### src/rtl/countdown_pkg.sv
// countdown_pkg: shared definitions for the countdown timer.
//   state_e       - controller state encoding (IDLE, RUN, EXPIRED)
//   WIDTH_DEFAULT - default counter/data width in bits
package countdown_pkg;

  localparam int WIDTH_DEFAULT = 8;

  typedef enum logic [1:0] {
    IDLE    = 2'd0,
    RUN     = 2'd1,
    EXPIRED = 2'd2
  } state_e;

endpackage

### src/rtl/countdown_timer.sv
// countdown_timer: loadable down-counter with one-shot / auto-reload modes.
// Ports:
//   clock   - rising-edge system clock
//   reset   - synchronous active-high reset
//   enable  - count qualifier (decrement or reload this cycle)
//   load    - parallel load strobe, wins over enable
//   data    - load value, also captured as the reload value
//   mode    - 0 one-shot, 1 auto-reload; captured only on load
//   count   - current registered count
//   tc      - registered one-cycle pulse when count reaches 0 by decrement
//   busy    - state == RUN
//   expired - state == EXPIRED
module countdown_timer
  import countdown_pkg::*;
#(
  parameter int WIDTH = WIDTH_DEFAULT
) (
  input  logic             clock,
  input  logic             reset,
  input  logic             enable,
  input  logic             load,
  input  logic [WIDTH-1:0] data,
  input  logic             mode,
  output logic [WIDTH-1:0] count,
  output logic             tc,
  output logic             busy,
  output logic             expired
);

  state_e           state_q,  state_d;
  logic [WIDTH-1:0] count_q,  count_d;
  logic [WIDTH-1:0] reload_q, reload_d;
  logic             mode_q,   mode_d;
  logic             tc_q,     tc_d;

  always_comb begin
    state_d  = state_q;
    count_d  = count_q;
    reload_d = reload_q;
    mode_d   = mode_q;
    tc_d     = 1'b0;

    if (load) begin
      // Load beats a pending terminal count: tc stays low.
      count_d  = data;
      reload_d = data;
      mode_d   = mode;
      state_d  = (data != '0) ? RUN : EXPIRED;
    end else if (enable && state_q == RUN) begin
      if (count_q > WIDTH'(1)) begin
        count_d = count_q - WIDTH'(1);
      end else if (count_q == WIDTH'(1)) begin
        count_d = '0;
        tc_d    = 1'b1;
      end else if (mode_q) begin
        // Sitting at 0 in auto-reload: the reload cycle makes the
        // period reload+1 enabled cycles.
        count_d = reload_q;
      end else begin
        // One-shot parked at 0: retire without touching count.
        state_d = EXPIRED;
      end
    end
  end

  always_ff @(posedge clock) begin
    if (reset) begin
      state_q  <= IDLE;
      count_q  <= '0;
      reload_q <= '0;
      mode_q   <= 1'b0;
      tc_q     <= 1'b0;
    end else begin
      state_q  <= state_d;
      count_q  <= count_d;
      reload_q <= reload_d;
      mode_q   <= mode_d;
      tc_q     <= tc_d;
    end
  end

  assign count   = count_q;
  assign tc      = tc_q;
  assign busy    = (state_q == RUN);
  assign expired = (state_q == EXPIRED);

endmodule
### config.mk
export PLATFORM = sky130hd
export DESIGN_NAME = countdown_timer
export DESIGN_NICKNAME = d
export VERILOG_FILES = /design/src/rtl/countdown_pkg.sv /design/src/rtl/countdown_timer.sv
export SDC_FILE = /design/constraint.sdc
export NUM_CORES = 1
export LEC_CHECK = 0
export ABC_AREA = 1
export BUFFER_PORTS_ARGS = -buffer_cell sky130_fd_sc_hd__clkbuf_2
export CAP_MARGIN = 20
export CELL_PAD_IN_SITES_DETAIL_PLACEMENT = 1
export CELL_PAD_IN_SITES_GLOBAL_PLACEMENT = 1
export CORE_MARGIN = 1
export CORE_UTILIZATION = 33
export CTS_BUF_LIST = sky130_fd_sc_hd__clkbuf_16
export CTS_CLUSTER_SIZE = 25
export DETAILED_ROUTE_END_ITERATION = 6
export GPL_TIMING_DRIVEN = 0
export PLACE_DENSITY = 0.77
export SYNTH_ARGS = -nofsm -noshare
export SYNTH_HDL_FRONTEND = slang
export SYNTH_SLANG_ARGS = --single-unit
### constraint.sdc
create_clock -name clock -period 1.4 [get_ports clock]
set_input_delay 0.28 -clock clock [delete_from_list [all_inputs] [get_ports clock]]
set_output_delay 0.28 -clock clock [all_outputs]
set_load 0.01 [all_outputs]
---- Word-level counts from Yosys, hierarchy flattened ----
Index checks and enable logic that the tools add are counted.
W data, S select, Z words.
word-level totals
  flip-flop bits (word level) ............. 20
  latch bits .............................. 0
  bits in writable memories ............... 0
  ROM bits ................................ 0
  output and inout bits ................... 11
  word-level logic and storage cells ...... 33
  memories ................................ 0
operators by class
  add/sub/neg operators ................... 1
  multiply operators ...................... 0
  divide/modulo/power cells ............... 0
  order comparisons ....................... 1
  equal/unequal tests ..................... 6
  shift-type cells ........................ 0
  muxes and demuxes ....................... 12
  bitwise logic cells ..................... 1
  reduce and logical (&&, ||, !) cells .... 7
operators by type and width
  operator               number
  $mux W8                5
  $mux W2                6
  $eq A8 B1 Y1 const B   1
  $gt A8 B1 Y1 const B   1
  $reduce_bool A8 Y1     1
  $sub A8 B1 Y8 const B  1
  $ne A2 B2 Y1 const B   3
  $reduce_and A4 Y1      1
  $reduce_bool A4 Y1     1
  $reduce_or A4 Y1       1
  $eq A2 B1 Y1 const B   1
  $eq A2 B2 Y1 const B   1
  $reduce_and A2 Y1      1
  $reduce_bool A2 Y1     1
  $logic_and A1 B1 Y1    1
  $mux W1                1
  $not A1 Y1             1

---- Longest topological paths before layout ----
Gate-level depths: netlist (run 1).
  depth in word-level cells ............... 5
  depth in mapped cells ................... 10
  gate-level depth less buffers ........... 10

---- Worst setup path before layout (run 1) ----
OpenSTA, ideal clock, no wires.
  path kind ............................... reg-to-reg
  start ................................... register count_q[0] (netlist: count[0])
  end ..................................... register count_q[0] (netlist: count[0])
  arrival time ............................ 1.353 ns
  required time ........................... 1.291 ns
  path slack .............................. -0.062 ns
  stages on the path, launching flop included .. 11
  buffers on the path ..................... 1
  period minus slack after synthesis ...... 1.462 ns
  cell sequence ........................... dfxtp_1 inv_1 ha_1 nand2_4 nor2_8 nand3_2 nand2_4 buf_8 a21oi_1 nand2_1 inv_1
between the ends
  cells in the longest elaborated chain, start to end .. 5
  elaborated cells on any way between the ends .. 9
  those cells by class .................... 1 x add/sub; 1 x order compare; 1 x eq/ne; 4 x mux; 2 x reduce/logical
RTL lines
  what                                                                   RTL line               source
  start, declared                                                        countdown_timer.sv:31  logic [WIDTH-1:0] count_q, count_d;
  start signal, assigned                                                 countdown_timer.sv:75  count_q <= count_d;
  parallel branches: the longest is 5 deep, another holds $sub A8 B1 Y8  --
Parallel ways; which one is timed is not known. The select of a mux whose other input is x is not followed.
A chain may end at the register's enable or synchronous reset.

---- Worst setup path after layout (run 1) ----
  start ................................... register count_q[2] (netlist: count[2])
  end ..................................... register count_q[0] (netlist: count[0])
between the ends
  cells in the longest elaborated chain, start to end .. 5
  elaborated cells on any way between the ends .. 8
  those cells by class .................... 1 x order compare; 1 x eq/ne; 4 x mux; 2 x reduce/logical
RTL lines
  what
  parallel branches: the longest is 5 deep, another holds $gt A8 B1 Y1
Parallel ways; which one is timed is not known. The select of a mux whose other input is x is not followed.

==> metrics, run 1 <==
status complete, but fails checks; violations in the final reports negative setup slack; clock slew at the register clock pins of the worst setup and hold paths roughly 0.06 ns; detailed-route vias per instance 4.692; EDFF count, synth 0; Yosys reg bits 20; Initial DRT Pass Iterations 4; final critical path time including I/O delays and setup ~1.4 ns; cell taking the most area after synthesis sky130_fd_sc_hd__dfxtp_1; global routing usage summed across all routing layers 19.95%; class of the worst hold path primary input to flop; number of distinct library cell variants in the gate-level netlist after synthesis 23; area of the die 4002 sq um; pin count of the biggest net entering global routing 13; GR Layer Usage met3 ~4.0%; top library cells by usage in the layout, fill and taps aside 62 x sky130_fd_sc_hd__nand2_1, 30 x sky130_fd_sc_hd__inv_1, 23 x sky130_fd_sc_hd__nor2_1; count of H-tree levels built during CTS 1; number of sinks driven by the clock tree 20; required arrival time at the worst endpoint 1.55 ns; count of final hold-check violations 0; fin nets 256; Post-Syn Instances 200; Critical Path Source count[2]; peak fanout along the critical path 6; final standard cell count with taps included and fillers excluded 286; post-synthesis sequential area ratio approximately 32%; Overflow after GRT 0; Die Y-Extent 63.27 microns; master cell of the clock root buffer sky130_fd_sc_hd__clkbuf_16; clock network latency to the later pin of the worst-skew pair 0.25 ns; global routing's busiest layer met2; critical register-to-register path endpoint count[0]; power density over the cells approximately 1300 nW/um^2; Setup WS pre-CTS -0.1431 ns; unrepaired setup endpoints after global routing true; total number of placement rows 21; initial cell density of the core 35.71%; number of buffers between clock root and the deepest sink 2; placed cell count 268; leakage dissipation 0.0008940 uW; Post-Synthesis Mean Instance Area 6.193 sq um; number of warnings reported in the yosys synthesis log 0; Initial DRC Count 56; Max Clk Rate 0.6957 GHz; total core area approximately 3500 sq um; reg-to-reg startpoint count[2]; area growth from synthesis to layout 37.68%; GPL Wtd Cong 0.7703; worst hold path startpoint mode; GRT met1 Usage 24.12%; hpwl dp between 2000 and 2500 microns; cell area after synthesis 1239 sq um; max-slew violation count 0; R2R depth 9; P_sw ~750 uW; max-capacitance violation count 0; portion of total power attributed to the clock network 35.4%; most common cell after layout, fill and taps aside sky130_fd_sc_hd__nand2_1; number of CTS-inserted buffers 3; slack of the worst reg-to-reg path -0.04 ns; TritonCTS clock tree built; cell type with the highest occurrence count on the critical path sky130_fd_sc_hd__nand2_4; Worst EP arrival around 1.6 ns; startpoint class of the critical path flop; maximum VDD drop 0.8069 mV; number of antenna diodes 0; top_reg_cell synth sky130_fd_sc_hd__dfxtp_1; GR Util met2 about 36%; path type of the worst setup path flop to flop; port buffer count 22; drt drc 0; top cells by area in the synthesized netlist sky130_fd_sc_hd__dfxtp_1 32%, sky130_fd_sc_hd__nand2_1 19%, sky130_fd_sc_hd__inv_1 10%; vias after detailed routing approximately 1,300; fraction of final layout cells with drive strength greater than 1 around 29%; post-route antenna net violation count 0; worst max-slew margin expressed relative to the limit 76.36%; worst-path cell chain nor2_4, nand2_4, nor2_8, nand3_2, nand2_4, buf_8, a21oi_1, nand2_1, inv_1; via count of the first global-routing pass 1,378; transition time of the tightest slew-check pin 0.3524 ns; peak per-stage delay on the critical path 0.36 ns; wire length reported by the detailed router 3926 microns; initial antenna violation count 0; Logic pwr share 35.0%; global-route wire length before repair 6279 microns; Switching Share roughly a third; count of pins on the block boundary 24; design internal power 1514 uW; area share of the largest cell type after synthesis 32.32%; part of the total power dissipated in sequential elements 29.6%; proportion of register bits with asynchronous set or reset after synthesis 0%; period utilisation layout 102.7%; post-DR wirelength/cell 13.73 microns; clock tree skew after final layout 0.002010 ns; x dimension of the die 63.27 microns; CP max stage cell sky130_fd_sc_hd__dfxtp_4; endpoint kind of the worst setup timing path flop; final-report setup violation count 8; Final WS setup -0.03738 ns; capturing instance or port of the critical path count[0]; number of nets in the synthesized netlist 215
-- critical path: cells and delay by family, from the launching register on --
kind | cells | cell delay, ns
and+or+nand+nor | 6 | 0.77
DFF | 1 | 0.36
buffers and inverters | 2 | 0.16
AOI/OAI and AO/OA | 1 | 0.06
-- per-stage QoR --
stage	total power [uW]	cell area [sq um]	TNS, ns	utilization (%)	hold slack (ns)
detailed placement	1269	1421	-1.028	40.98	0.4569
finish	2263	1705	-0.2089	49.17	0.2821
global placement	1256	1421	-0.8945	40.98	0.4593
CTS	2168	1613	-0.03840	46.50	0.2838
floorplan	1109	1254	0	-	0.4249
global route	2395	1705	-1.113	49.17	0.3108
-- timing repair --
| action | 4_1_cts | 5_1_grt |
|---|---|---|
| gates resized for setup | 10 | 8 |
| cloned | 0 | 1 |
| endpoints found under the setup margin | 8 | 10 |
| setup buffers | 7 | 6 |
| pin swaps | 5 | 4 |
| hold buffers | 0 | 0 |
| endpoints found under the hold margin | 0 | 0 |
-- power groups by stage --
stage | combinational [uW] | sequential [uW] | clock, uW
6_report | 791 | 671 | 801
5_1_grt | 879 | 678 | 838
4_1_cts | 678 | 669 | 820
2_1_floorplan | 428 | 681 | 0
3_3_place_gp | 582 | 674 | 0
3_5_place_dp | 593 | 675 | 0
-- worst min path at each step --
stage | slack, ns | to | depth (start not counted)
after global placement | 0.46 | reload_q[7] | 2
after floorplan | 0.42 | count[0] | 3
after global routing | 0.31 | mode_q | 3
after CTS | 0.28 | mode_q | 3
after detailed placement | 0.46 | reload_q[7] | 2
final | 0.28 | mode_q | 3
-- registers in the layout (all words and copies together), names as in the netlist --
signal,count
count,8
reload_q,8
state_q,2
mode_q,1
tc,1
-- layer usage --
metal  routed length (microns)  share of wire [%]
met1                      1669                 43
met2                      2087                 53
met3                       137                3.5
met4                        33               0.84
met5                         0                  0
-- area by class of cell --
cell class	count	area (sq um)
Fill cell	475	1763
Multi-Input combinational cell	142	742.0
Sequential cell	20	410.4
Timing Repair Buffer	36	232.7
Inverter	34	127.6
Clock buffer	3	75.07
Tap cell	46	57.56
Clock inverter	1	30.03
Buffer	4	30.03
-- synth_stat cells (2+ instances only) --
cell / instances
sky130_fd_sc_hd__ha_1: 2
sky130_fd_sc_hd__nor2_1: 26
sky130_fd_sc_hd__nand2_4: 2
sky130_fd_sc_hd__nand3b_1: 2
sky130_fd_sc_hd__inv_1: 33
sky130_fd_sc_hd__nand2_1: 63
sky130_fd_sc_hd__nand3_1: 22
sky130_fd_sc_hd__a21oi_1: 12
sky130_fd_sc_hd__a21oi_2: 2
sky130_fd_sc_hd__dfxtp_1: 20
sky130_fd_sc_hd__nand3_2: 2
sky130_fd_sc_hd__buf_2: 3
-- cells by family (layout without fill, tap and decap cells) --
| group | Yosys count | after routing | share of synthesized area (%) |
|---|---|---|---|
| compound gates | 15 | 15 | 6.667 |
| xor+xnor | 1 | 1 | 0.7072 |
| fa+ha+maj | 2 | 2 | 2.020 |
| buf+inv | 38 | 78 | 12.73 |
| flops | 20 | 20 | 32.32 |
| simple gates | 124 | 124 | 45.56 |
Power figures use the tool's default switching activity.
==> run 2, diff against run 1 <==
- PLACE_DENSITY: 0.77 -> 0.75
==> metrics, run 2 (synthesized netlist as in run 1, its figures left out) <==
count of H-tree levels built during CTS 1 (unchanged); fraction of final layout cells with drive strength greater than 1 25.11% (-3.6 points); pin count of the biggest net entering global routing 12 (-1); wire length reported by the detailed router 3489 microns (-11%); startpoint class of the critical path flop; Die Y-Extent 63.27 microns (unchanged); max-slew violation count 0 (unchanged); transition time of the tightest slew-check pin 0.3165 ns (-0.03588 ns); unrepaired setup endpoints after global routing true; Max Clk Rate 0.7030 GHz (+1.1%); Setup WS pre-CTS -0.1563 ns (-0.01317 ns); port buffer count 22 (unchanged); initial antenna violation count 0 (unchanged); global-route wire length before repair 6361 microns (+1.3%); cell family contributing the most delay on the critical path simple AND/OR/NAND/NOR gates; number of sinks driven by the clock tree 20 (unchanged); area growth from synthesis to layout 30.81%; clock network latency to the later pin of the worst-skew pair 0.25 ns (about the same); worst-path cell chain inv_4, ha_4, nand2_4, nor2_8, nand3_2, nand2_4, buf_8, a21oi_1, nand2_1, inv_1; total core area 3468 sq um (unchanged); cell type with the highest occurrence count on the critical path sky130_fd_sc_hd__nand2_4; violations in the final reports negative setup slack; via count of the first global-routing pass 1,382 (+0.29%); post-DR wirelength/cell 12.42 microns (-9.5%); hpwl dp 2480 microns (+0.24%); Initial DRT Pass Iterations 4 (unchanged); required arrival time at the worst endpoint 1.55 ns (about the same); number of buffers added to fix hold violations after cts 0 (unchanged); Overflow after GRT 0 (unchanged); leakage dissipation 0.0008528 uW (-4.6%); peak per-stage delay on the critical path 0.37 ns (about the same); count of final hold-check violations 0 (unchanged); area of the die 4002 sq um (unchanged); count of pins on the block boundary 24 (unchanged); total number of placement rows 21 (unchanged); slack of the worst reg-to-reg path -0.02 ns (about the same); power density over the cells 1238 nW/um^2 (-6.7%); most common cell after layout, fill and taps aside sky130_fd_sc_hd__nand2_1; number of antenna diodes 0 (unchanged); top library cells by usage in the layout, fill and taps aside 63 x sky130_fd_sc_hd__nand2_1, 31 x sky130_fd_sc_hd__inv_1, 23 x sky130_fd_sc_hd__nor2_1; endpoint kind of the worst setup timing path flop; placed cell count 268 (unchanged); number of CTS-inserted buffers 3 (unchanged); Initial DRC Count 39 (-30%); GPL Wtd Cong 0.7539 (-2.1%); x dimension of the die 63.27 microns (unchanged); TritonCTS clock tree built; peak fanout along the critical path 10 (+4); final-report setup violation count 4 (-4); vias after detailed routing 1,322 (-1.5%); clock slew at the register clock pins of the worst setup and hold paths 0.06 ns (about the same); initial cell density of the core 35.71% (unchanged); fin nets 251 (-2.0%); path type of the worst setup path flop to flop; global routing usage summed across all routing layers 19.94% (about the same); Worst EP arrival 1.58 ns (about the same); max-capacitance violation count 0 (unchanged); Tot Pwr 2005 uW (-11%); status complete, but fails checks; drt drc 0 (unchanged); detailed-route vias per instance 4.705 (+0.26%); period utilisation layout 101.6% (-1.1 points); clock tree skew after final layout 0.0009158 ns (-0.001094 ns); number of buffers between clock root and the deepest sink 2 (unchanged); maximum VDD drop 0.4030 mV (-50%); CP max stage cell sky130_fd_sc_hd__dfxtp_4; number of buffer and inverter stages on the critical path 3 (+1); Final WS setup -0.02244 ns (+0.01494 ns); final critical path time including I/O delays and setup 1.422 ns (-0.01494 ns); post-route antenna net violation count 0 (unchanged); final standard cell count with taps included and fillers excluded 281 (-1.7%); class of the worst hold path primary input to flop; master cell of the clock root buffer sky130_fd_sc_hd__clkbuf_16; worst max-slew margin expressed relative to the limit 78.77% (+2.4 points)
==> run 2: per-stage QoR <==
step                      utilization, %  hold WS [ns]  setup TNS, ns  area (sq um)
after CTS                          45.92        0.2747        -0.1433          1593
after floorplan                        -        0.4249              0          1254
after global routing               46.72        0.3293        -0.8114          1620
after global placement             40.98        0.4505         -1.044          1421
after detailed placement           40.98        0.4573         -1.096          1421
final                              46.72        0.2721       -0.04002          1620
==> run 2: worst min-delay path, delay by kind of cell <==
kind	cells	cell delay, ns
buffers and inverters	1	0.07
AOI/OAI and AO/OA	1	0.07
and+or+nand+nor	1	0.07
==> run 2: layout make-up <==
cell class / count / area [sq um]
clock buffers: 3 / 75.07
repair buffers: 31 / 177.7
plain buffers: 4 / 30.03
well taps: 46 / 57.56
flip-flops and latches: 20 / 407.9
multi-input cells: 142 / 735.7
inverters: 34 / 132.6
fillers: 491 / 1848
clock inverters: 1 / 3.754
==> run 2: path summary, 6_finish.rpt <==
check / start / endpoint / depth (start not counted)
worst max-delay path: count[0] / count[1] / 10
worst min-delay path: mode / mode_q / 3
worst max register to register: count[0] / count[1] / 10
worst min register to register: reload_q[2] / reload_q[2] / 2
==> run 2: metal layers <==
layer  vias up  wire length [microns]  GRT usage [%]
met5         -                      0              0
met4         0                     24          2.557
met3         4                    116          3.442
met2        26                   1720          35.62
met1       608                   1628          25.44
li1        684                      -              -
==> run 2: where the power goes <==
part,total (uW),switching [uW],internal [uW]
Combinational,721,424,297
Clock,607,226,381
Sequential,677,54.7,622
==> run 2: repair_timing <==
item | 4_1_cts | 5_1_grt
endpoints found under the setup margin | 8 | 10
gates resized for setup | 9 | 7
pin swaps | 4 | 3
gates cloned | 0 | 0
buffers inserted | 8 | 1
